### src/rtl/dda_segment_scheduler_if.sv
// Host-side segment handshake: a segment moves on any edge where seg_valid && seg_ready.
// seg_xe/seg_ye are signed relative end points and only mean something while seg_valid is high.
interface dda_segment_scheduler_if;
    logic               seg_valid;
    logic               seg_ready;
    logic signed [31:0] seg_xe;
    logic signed [31:0] seg_ye;

    modport master (output seg_valid, output seg_xe, output seg_ye, input seg_ready);
    modport slave  (input seg_valid, input seg_xe, input seg_ye, output seg_ready);
endinterface

### src/rtl/dda_segment_scheduler.sv
// Queues relative line segments and feeds them one at a time to the DDA interpolator engine.
// Also integrates the engine's step pulses into an absolute X/Y position.
module dda_segment_scheduler #(
    parameter int DEPTH = 4,
    parameter int GAP   = 2
) (
    input  logic                        pulse_clk,
    input  logic                        sys_rst_l,
    dda_segment_scheduler_if.slave      seg,
    input  logic                        abort,
    output logic signed [31:0]          eng_xe,
    output logic signed [31:0]          eng_ye,
    output logic                        eng_load,
    output logic                        eng_abort,
    input  logic                        eng_busy,
    input  logic                        x_acc,
    input  logic                        x_dec,
    input  logic                        y_acc,
    input  logic                        y_dec,
    input  logic                        pos_preload,
    input  logic signed [31:0]          pos_preload_x,
    input  logic signed [31:0]          pos_preload_y,
    output logic signed [31:0]          pos_x,
    output logic signed [31:0]          pos_y,
    output logic                        busy,
    output logic                        seg_done,
    output logic [$clog2(DEPTH):0]      fifo_level,
    output logic [2:0]                  state_dbg
);

    localparam int AW = $clog2(DEPTH);
    localparam int LW = AW + 1;
    localparam logic [LW-1:0] FULL_LEVEL = LW'(DEPTH);
    localparam logic [3:0]    GAP_LAST   = (GAP == 0) ? 4'd0 : 4'(GAP - 1);
    localparam logic [1:0]    WAIT_LAST  = 2'd3;

    typedef enum logic [2:0] {
        S_IDLE = 3'd0,
        S_LOAD = 3'd1,
        S_WAIT = 3'd2,
        S_RUN  = 3'd3,
        S_GAPW = 3'd4
    } state_e;

    state_e          state;
    logic [63:0]     mem [DEPTH];
    logic [AW-1:0]   wr_ptr;
    logic [AW-1:0]   rd_ptr;
    logic [LW-1:0]   level;
    logic            push;
    logic            pop;
    logic [63:0]     head;
    logic            head_zero;
    logic [1:0]      wait_cnt;
    logic [3:0]      gap_cnt;
    logic signed [31:0] dx;
    logic signed [31:0] dy;

    // Abort wins over a simultaneous push, so the offered segment is simply lost.
    assign seg.seg_ready = (level != FULL_LEVEL);
    assign push          = seg.seg_valid && seg.seg_ready && !abort;
    assign pop           = (state == S_IDLE) && (level != '0) && !abort;
    assign head          = mem[rd_ptr];
    assign head_zero     = (head == '0);

    assign busy       = (state != S_IDLE) || (level != '0);
    assign fifo_level = level;
    assign state_dbg  = state;

    always_ff @(posedge pulse_clk) begin
        if (push) begin
            mem[wr_ptr] <= {seg.seg_xe, seg.seg_ye};
        end
    end

    always_ff @(posedge pulse_clk) begin
        if (!sys_rst_l || abort) begin
            wr_ptr <= '0;
            rd_ptr <= '0;
            level  <= '0;
        end else begin
            if (push) wr_ptr <= wr_ptr + 1'b1;
            if (pop)  rd_ptr <= rd_ptr + 1'b1;
            case ({push, pop})
                2'b10:   level <= level + 1'b1;
                2'b01:   level <= level - 1'b1;
                default: level <= level;
            endcase
        end
    end

    // eng_load is raised on the pop edge so it is high exactly while the FSM sits in LOAD.
    always_ff @(posedge pulse_clk) begin
        if (!sys_rst_l) begin
            state     <= S_IDLE;
            eng_xe    <= '0;
            eng_ye    <= '0;
            eng_load  <= 1'b0;
            eng_abort <= 1'b0;
            seg_done  <= 1'b0;
            wait_cnt  <= '0;
            gap_cnt   <= '0;
        end else begin
            eng_load  <= 1'b0;
            eng_abort <= 1'b0;
            seg_done  <= 1'b0;
            if (abort) begin
                eng_abort <= (state == S_LOAD) || (state == S_WAIT) || (state == S_RUN);
                state     <= S_IDLE;
                wait_cnt  <= '0;
                gap_cnt   <= '0;
            end else begin
                case (state)
                    S_IDLE: begin
                        if (level != '0) begin
                            eng_xe <= head[63:32];
                            eng_ye <= head[31:0];
                            if (head_zero) begin
                                seg_done <= 1'b1;
                            end else begin
                                eng_load <= 1'b1;
                                state    <= S_LOAD;
                            end
                        end
                    end
                    S_LOAD: begin
                        wait_cnt <= '0;
                        state    <= S_WAIT;
                    end
                    S_WAIT: begin
                        if (eng_busy) begin
                            state <= S_RUN;
                        end else if (wait_cnt == WAIT_LAST) begin
                            // Engine never went busy: it finished the move on its own.
                            seg_done <= 1'b1;
                            gap_cnt  <= '0;
                            state    <= (GAP == 0) ? S_IDLE : S_GAPW;
                        end else begin
                            wait_cnt <= wait_cnt + 1'b1;
                        end
                    end
                    S_RUN: begin
                        if (!eng_busy) begin
                            seg_done <= 1'b1;
                            gap_cnt  <= '0;
                            state    <= (GAP == 0) ? S_IDLE : S_GAPW;
                        end
                    end
                    S_GAPW: begin
                        if (gap_cnt == GAP_LAST) begin
                            state <= S_IDLE;
                        end else begin
                            gap_cnt <= gap_cnt + 1'b1;
                        end
                    end
                    default: state <= S_IDLE;
                endcase
            end
        end
    end

    always_comb begin
        dx = '0;
        dy = '0;
        if (x_acc && !x_dec)      dx = 32'sd1;
        else if (x_dec && !x_acc) dx = -32'sd1;
        if (y_acc && !y_dec)      dy = 32'sd1;
        else if (y_dec && !y_acc) dy = -32'sd1;
    end

    always_ff @(posedge pulse_clk) begin
        if (!sys_rst_l) begin
            pos_x <= '0;
            pos_y <= '0;
        end else if (pos_preload) begin
            pos_x <= pos_preload_x;
            pos_y <= pos_preload_y;
        end else begin
            pos_x <= pos_x + dx;
            pos_y <= pos_y + dy;
        end
    end

endmodule

### src/flat_wrapper.sv
// flat-port wrapper written by rule: the top's interface ports become plain ports
module dda_segment_scheduler_flat 
#(
    parameter int DEPTH = 4,
    parameter int GAP   = 2
)
  (pulse_clk, sys_rst_l, abort, eng_xe, eng_ye, eng_load, eng_abort, eng_busy, x_acc, x_dec, y_acc, y_dec, pos_preload, pos_preload_x, pos_preload_y, pos_x, pos_y, busy, seg_done, fifo_level, state_dbg, seg_seg_valid, seg_seg_xe, seg_seg_ye, seg_seg_ready);
  dda_segment_scheduler_if seg_i ();
  input  logic pulse_clk;
  input  logic sys_rst_l;
  input  logic abort;
  output logic signed [31:0] eng_xe;
  output logic signed [31:0] eng_ye;
  output logic eng_load;
  output logic eng_abort;
  input  logic eng_busy;
  input  logic x_acc;
  input  logic x_dec;
  input  logic y_acc;
  input  logic y_dec;
  input  logic pos_preload;
  input  logic signed [31:0] pos_preload_x;
  input  logic signed [31:0] pos_preload_y;
  output logic signed [31:0] pos_x;
  output logic signed [31:0] pos_y;
  output logic busy;
  output logic seg_done;
  output logic [$clog2(DEPTH):0] fifo_level;
  output logic [2:0] state_dbg;
  input wire logic [$bits(seg_i.seg_valid)-1:0] seg_seg_valid;
  input wire logic [$bits(seg_i.seg_xe)-1:0] seg_seg_xe;
  input wire logic [$bits(seg_i.seg_ye)-1:0] seg_seg_ye;
  output wire logic [$bits(seg_i.seg_ready)-1:0] seg_seg_ready;
  assign seg_i.seg_valid = seg_seg_valid;
  assign seg_i.seg_xe = seg_seg_xe;
  assign seg_i.seg_ye = seg_seg_ye;
  assign seg_seg_ready = seg_i.seg_ready;
  dda_segment_scheduler #(.DEPTH(DEPTH), .GAP(GAP)) u_core (.pulse_clk(pulse_clk), .sys_rst_l(sys_rst_l), .seg(seg_i), .abort(abort), .eng_xe(eng_xe), .eng_ye(eng_ye), .eng_load(eng_load), .eng_abort(eng_abort), .eng_busy(eng_busy), .x_acc(x_acc), .x_dec(x_dec), .y_acc(y_acc), .y_dec(y_dec), .pos_preload(pos_preload), .pos_preload_x(pos_preload_x), .pos_preload_y(pos_preload_y), .pos_x(pos_x), .pos_y(pos_y), .busy(busy), .seg_done(seg_done), .fifo_level(fifo_level), .state_dbg(state_dbg));
endmodule
### config.mk
export PLATFORM = sky130hd
export DESIGN_NAME = dda_segment_scheduler_flat
export DESIGN_NICKNAME = d
export VERILOG_FILES = /design/src/rtl/dda_segment_scheduler_if.sv /design/src/rtl/dda_segment_scheduler.sv /design/src/flat_wrapper.sv
export SDC_FILE = /design/constraint.sdc
export NUM_CORES = 1
export LEC_CHECK = 0
export CAP_MARGIN = 20
export CORE_MARGIN = 2
export CORE_UTILIZATION = 59
export CTS_CLUSTER_DIAMETER = 80
export CTS_CLUSTER_SIZE = 10
export DETAILED_ROUTE_END_ITERATION = 12
export PLACE_DENSITY_LB_ADDON = 0.08
export SYNTH_ARGS = -nofsm -noshare
export SYNTH_HDL_FRONTEND = slang
export SYNTH_SLANG_ARGS = --single-unit
### constraint.sdc
create_clock -name pulse_clk -period 10.4 [get_ports pulse_clk]
set_input_delay 2.08 -clock pulse_clk [delete_from_list [all_inputs] [get_ports pulse_clk]]
set_output_delay 2.08 -clock pulse_clk [all_outputs]
set_load 0.01 [all_outputs]
=== Word level (Yosys, flattened, before mapping) ===
Memories as Yosys holds them, arrays and structs flattened. A register that Yosys moved wholly into a read port is not among the register bits.
Index checks and enable logic that the tools add are counted.

* Memories: 1
* Word-level logic and storage cells: 109
* Output and inout port bits: 139
* Flip-flop bits (word level): 147
* Input port bits: 138
* RAM bits: 256
* Bits in latches: 0
* ROM bits: 0

{| class="wikitable"
|+ Memories
! name !! words !! bits a word !! rd ports !! clocked after memory_dff !! wr ports !! line !! text
|-
| u_core.mem || 4 || 64 || 1 || 1 || 1 || dda_segment_scheduler.sv:46 || <nowiki>logic [63:0] mem [DEPTH];</nowiki>
|}

* Shift-type cells: 0
* Reductions and logical operators: 32
* Divide/modulo/power cells: 0
* $lt $le $gt $ge: 0
* Equal/unequal tests: 18
* $mul: 0
* Bitwise gates (word level): 4
* Multiplexer cells: 33
* Add/sub/neg operators: 8

{| class="wikitable"
|+ Operators with widths
! kind !! count
|-
| two-way mux 32 bit || 6
|-
| adder 32 bit || 2
|-
| logical NOT 64 bit || 1
|-
| two-way mux 3 bit || 6
|-
| two-way mux 4 bit || 4
|-
| case mux 3 bit (5 select lines) || 1
|-
| != test 2 bit (second input constant) || 7
|-
| case mux 4 bit (3 select lines) || 1
|-
| AND reduction 5 bit || 2
|-
| nonzero test 3 bit || 3
|-
| logical AND 1 bit || 8
|-
| two-way mux 1 bit || 8
|-
| two-way mux 2 bit || 4
|-
| adder 2 x 1 -> 2 bit (second input constant) || 3
|-
| equality test 3 x 2 -> 1 bit (second input constant) || 2
|-
| logical NOT 1 bit || 6
|-
| != test 3 bit (second input constant) || 2
|-
| case mux 3 bit (2 select lines) || 1
|-
| AND reduction 3 bit || 2
|-
| adder 4 x 1 -> 4 bit (second input constant) || 1
|-
| equality test 2 bit (second input constant) || 2
|-
| equality test 4 x 1 -> 1 bit (second input constant) || 1
|-
| logical OR 1 bit || 4
|-
| NOT 1 bit || 4
|-
| 13 further kinds || 14
|}

=== Longest topological paths before layout ===
* Depth in word-level cells: 6
* Gate-level depth with buffers: 18

=== Worst setup path before layout ===
No wires, ideal clock.

* Path kind: input port to flip-flop
* Start point: input y_acc
* End point: register u_core.pos_y[24]
* Data required time: 10.314 ns
* Arrival time: 5.414 ns
* Setup slack: 4.901 ns
* Stages: 18
* Cells stage by stage: inv_1 -> ha_1 -> buf_4 -> buf_2 -> buf_2 -> buf_2 -> buf_2 -> buf_2 -> xor2_1 -> ha_1 -> nand4bb_1 -> nand4_1 -> o311a_1 -> a31o_2 -> a21oi_1 -> o41ai_1 -> xnor2_1 -> a211oi_1

* Cells in the longest elaborated chain, start to end: 6

{| class="wikitable"
|+ Ends and longest elaborated chain
! element !! line !! text
|-
| start: declaration || flat_wrapper.sv:19 || <nowiki>input logic y_acc;</nowiki>
|-
| logical NOT 1 bit || dda_segment_scheduler.sv:168 || <nowiki>else if (y_dec && !y_acc) dy = -32'sd1;</nowiki>
|-
| logical AND 1 bit || dda_segment_scheduler.sv:168 ||
|-
| two-way mux 32 bit || dda_segment_scheduler.sv:168 ||
|-
| two-way mux 32 bit (*) || dda_segment_scheduler.sv:167 || <nowiki>if (y_acc && !y_dec) dy = 32'sd1;</nowiki>
|-
| adder 32 bit (*) || dda_segment_scheduler.sv:180 || <nowiki>pos_y <= pos_y + dy;</nowiki>
|-
| two-way mux 32 bit (*) || dda_segment_scheduler.sv:175 || <nowiki>end else if (pos_preload) begin</nowiki>
|-
| end signal: assignment || dda_segment_scheduler.sv:177 || <nowiki>pos_y <= pos_preload_y;</nowiki>
|-
| end signal: assignment || dda_segment_scheduler.sv:180 ||
|-
| end: declaration || dda_segment_scheduler.sv:24 || <nowiki>output logic signed [31:0] pos_y,</nowiki>
|}

Every way passes the cells marked *; elsewhere a longest branch is shown, timed or not.
A chain may end at the register's enable or synchronous reset.

=== Worst setup path after layout ===
* Start point: input y_dec
* End point: register u_core.pos_y[16]

* Cells in the longest elaborated chain, start to end: 5

{| class="wikitable"
|+ Ends and longest elaborated chain
! element !! line !! text
|-
| start: declaration || flat_wrapper.sv:20 || <nowiki>input logic y_dec;</nowiki>
|-
| logical AND 1 bit / logical NOT 1 bit (equally long branches) || dda_segment_scheduler.sv:168, dda_segment_scheduler.sv:167 ||
|-
| two-way mux 32 bit / logical AND 1 bit (equally long branches) || dda_segment_scheduler.sv:168, dda_segment_scheduler.sv:167 ||
|-
| two-way mux 32 bit (*) || dda_segment_scheduler.sv:167 ||
|-
| adder 32 bit (*) || dda_segment_scheduler.sv:180 ||
|-
| two-way mux 32 bit (*) || dda_segment_scheduler.sv:175 ||
|}

Marked as above.

==> flow_metrics.py <==
metrics = {
    "timing": {
        "slew_violations": 0,
        "rsz0062_at_grt": "no",
        "skew_ns": 0.01526,
        "hold_slack_ns": 0.4548,
        "max_freq_ghz": 0.1691,
        "worst_pin_slew_ns": 1.031,
        "maxSlewHeadroom_pct": 31.29,
        "finalCritPeriodShare_pct": 56.86,
        "min_period_ns": 5.914,
        "setup_slack_ns": 4.486,
        "setup_violations": 0,
        "setup_tns_ns": 0,
        "hold_viol": 0,
    },
    "die": {
        "rows": 65,
        "io_pins": 277,
        "die_h_um": 183.4,
        "core_mm2": 0.03164,
        "start_util_pct": 59.99,
        "chipWidth_um": 183.4,
        "fp.dieArea_mm2": 0.03362,
    },
    "drt": {
        "postRouteAntennaNets": 0,
        "drc": 0,
        "vias_per_cell": 6.202,
        "first_pass_iters": 5,
        "wl_um": 47590,
        "wl_per_cell_um": 20.76,
        "vias": 14221,
        "drt_iter0_markers": 1258,
    },
    "placement": {
        "placedInstanceArea_mm2": 0.02176,
        "pre_cts_ws_ns": 3.985,
        "dp_hpwl_um": 30340,
        "io_buffers": 276,
        "dp_cells": 2208,
        "gp_congestion": 0.8992,
    },
    "logic_synthesis": {
        "yosys.area.top_type_share_pct": 40.51,
        "ys_seq_area_share_pct": 56.22,
        "syn_inst": 1658,
        "ys_seq_elements": 405,
        "synth.distinct_cells": 79,
        "synth_commonest_cells": "edfxtp_1, nand2_1, dfxtp_1",
        "synth_area_leader_cell": "edfxtp_1",
        "synth_ff_type": "edfxtp_1",
        "yosysWarnings": 0,
        "synthTopCellsByArea": "edfxtp_1, dfxtp_1, mux4_2, nand2_1, a21oi_1",
        "synthesis.area_mm2": 0.01898,
        "syn_avg_cell_area_um2": 11.45,
        "synth_most_common_cell": "edfxtp_1",
        "synth_edf_count": 256,
        "synth_nets": 1813,
        "synth_async_sr_flop_share_pct": 0,
    },
    "worst_setup_path": {
        "crit_arrival_ns": 6.35,
        "critPathKind": "input pin to flop",
        "cp-end-kind": "flop",
        "cp.required_ns": 10.83,
        "worstPathMaxFanout": 50,
        "cp-start-kind": "input pin",
        "ff2ff_path_depth": 7,
    },
    "global_routing": {
        "grt_pass1_wl_um": 73830,
        "grt-busiest-layer": "met2",
        "grt_pass1_vias": 13655,
        "antenna_found_initial": 3,
        "grt_start_max_net_pins": 83,
        "gr-usage-met3_pct": 5.719,
        "met1_usage_pct": 36.54,
        "grt.total_usage_pct": 27.88,
        "met2_usage_pct": 46.94,
        "grt-ovfl-total": 0,
    },
    "power_and_ir_drop": {
        "p_total_mw": 3.729,
        "leakage_nw": 7.595,
        "power_density_mw_per_mm2": 161.4,
        "ir_drop_mv": 0.1872,
    },
    "layout": {
        "nets": 2009,
        "fin_util_pct": 73.01,
        "stdcell_count": 2293,
        "final_area_mm2": 0.02310,
        "fill_cells": 2181,
        "area_delta_synth_final_pct": 21.71,
        "drive_above_1_share_pct": 8.051,
    },
    "clocking": {
        "cts.htree.levels": 2,
        "cts_tree": "done",
        "cts_resized": 0,
        "cts.sinks": 405,
        "clk_path_buf_depth": 3,
        "clock_latency_ns": 0.54,
        "cts_buffers": 46,
        "post_cts_buffers": 0,
        "clkSlewWorstSetupHoldPaths_ns": 0.05,
        "root_buffer": "clkbuf_16",
        "postCtsHoldBufs": 0,
    },
    "min_path": {
        "min_delay_path_depth": 2,
        "hold_class": "flop to flop",
    },
    "run": {
        "drv_cap": 0,
    },
    "status": {
        "status": "finished clean",
    },
}
-- power breakdown --
group | total, mW | internal (mW) | leakage [nW] | switching (mW)
logic | 0.443 | 0.226 | 3.42 | 0.217
clock network | 1.45 | 0.836 | 0.632 | 0.613
registers | 1.84 | 1.76 | 3.55 | 0.0791
-- layout by cell type (no fill, tap or decap), types with 12 or more instances in the layout --
master / instances
clkbuf_1: 32
o31a_1: 21
xnor2_1: 76
o21ai_0: 85
nor2_1: 109
or3_1: 16
mux2i_1: 15
nor4_1: 33
dfxtp_1: 147
clkbuf_16: 46
nor3_1: 33
nand2_1: 183
edfxtp_1: 256
nor2b_1: 13
inv_1: 25
o21a_1: 12
mux4_2: 64
nand2b_1: 19
clkdlybuf4s50_1: 275
a211oi_1: 13
ha_1: 14
a21oi_1: 135
xor2_1: 33
nand3_1: 24
-- sequential cells by signal, summed over array words and instances, names as in the netlist, 2 cells and up, named ones only --
name               count
u_core.eng_xe         32
u_core.eng_ye         32
u_core.fifo_level      3
u_core.gap_cnt         4
u_core.mem           256
u_core.pos_x          32
u_core.pos_y          32
u_core.rd_ptr          2
u_core.state_dbg       3
u_core.wait_cnt        2
u_core.wr_ptr          2
-- worst max-delay path: stages --
cell and delay, ns:
clkdlybuf4s50_1 0.49, ha_2 0.76, buf_4 0.60, xor2_1 0.14, ha_1 0.25, nand4bb_1 0.11, nand4_1 0.18, o311a_1 0.40
a31o_2 0.30, a21oi_1 0.48, o22ai_1 0.17, xnor2_1 0.16, a211oi_1 0.21
-- kinds of logic (layout without fill, tap and decap cells) --
logic type	count (synthesis)	after routing	synth area share, %
compound gates	378	378	12.64
xor+xnor	109	109	5.030
fa+ha+maj	17	17	1.160
buf+inv	167	397	3.613
flops	405	405	56.22
mux	79	79	8.386
other cells	0	3	0
simple gates	503	503	12.95
-- area by class of cell --
type | instances | area, um^2 | share of cell area, %
Inverter | 28 | 106.4 | 0.4604
Antenna cell | 3 | 7.507 | 0.03250
Sequential cell | 405 | 10680 | 46.23
Multi-Input combinational cell | 1086 | 7637 | 33.06
Clock inverter | 3 | 41.29 | 0.1788
Timing Repair Buffer | 287 | 2840 | 12.30
Clock buffer | 79 | 1285 | 5.563
Tap cell | 402 | 503.0 | 2.178
-- routing by layer --
layer,vias to the layer above,routed length (um)
li1,6571,-
met1,6951,19180
met2,612,23340
met3,87,3755
met4,0,1318
met5,-,0
-- path summary, 6_finish.rpt --
| check | start | to | slack [ns] |
|---|---|---|---|
| max | y_dec | u_core.pos_y[16] | 4.49 |
| min | u_core.eng_xe[23] | u_core.eng_xe[23] | 0.45 |
| max reg2reg | flop | u_core.seg_done | 6.30 |
| min reg2reg | u_core.eng_xe[23] | u_core.eng_xe[23] | 0.45 |
Power figures use the tool's default switching activity.
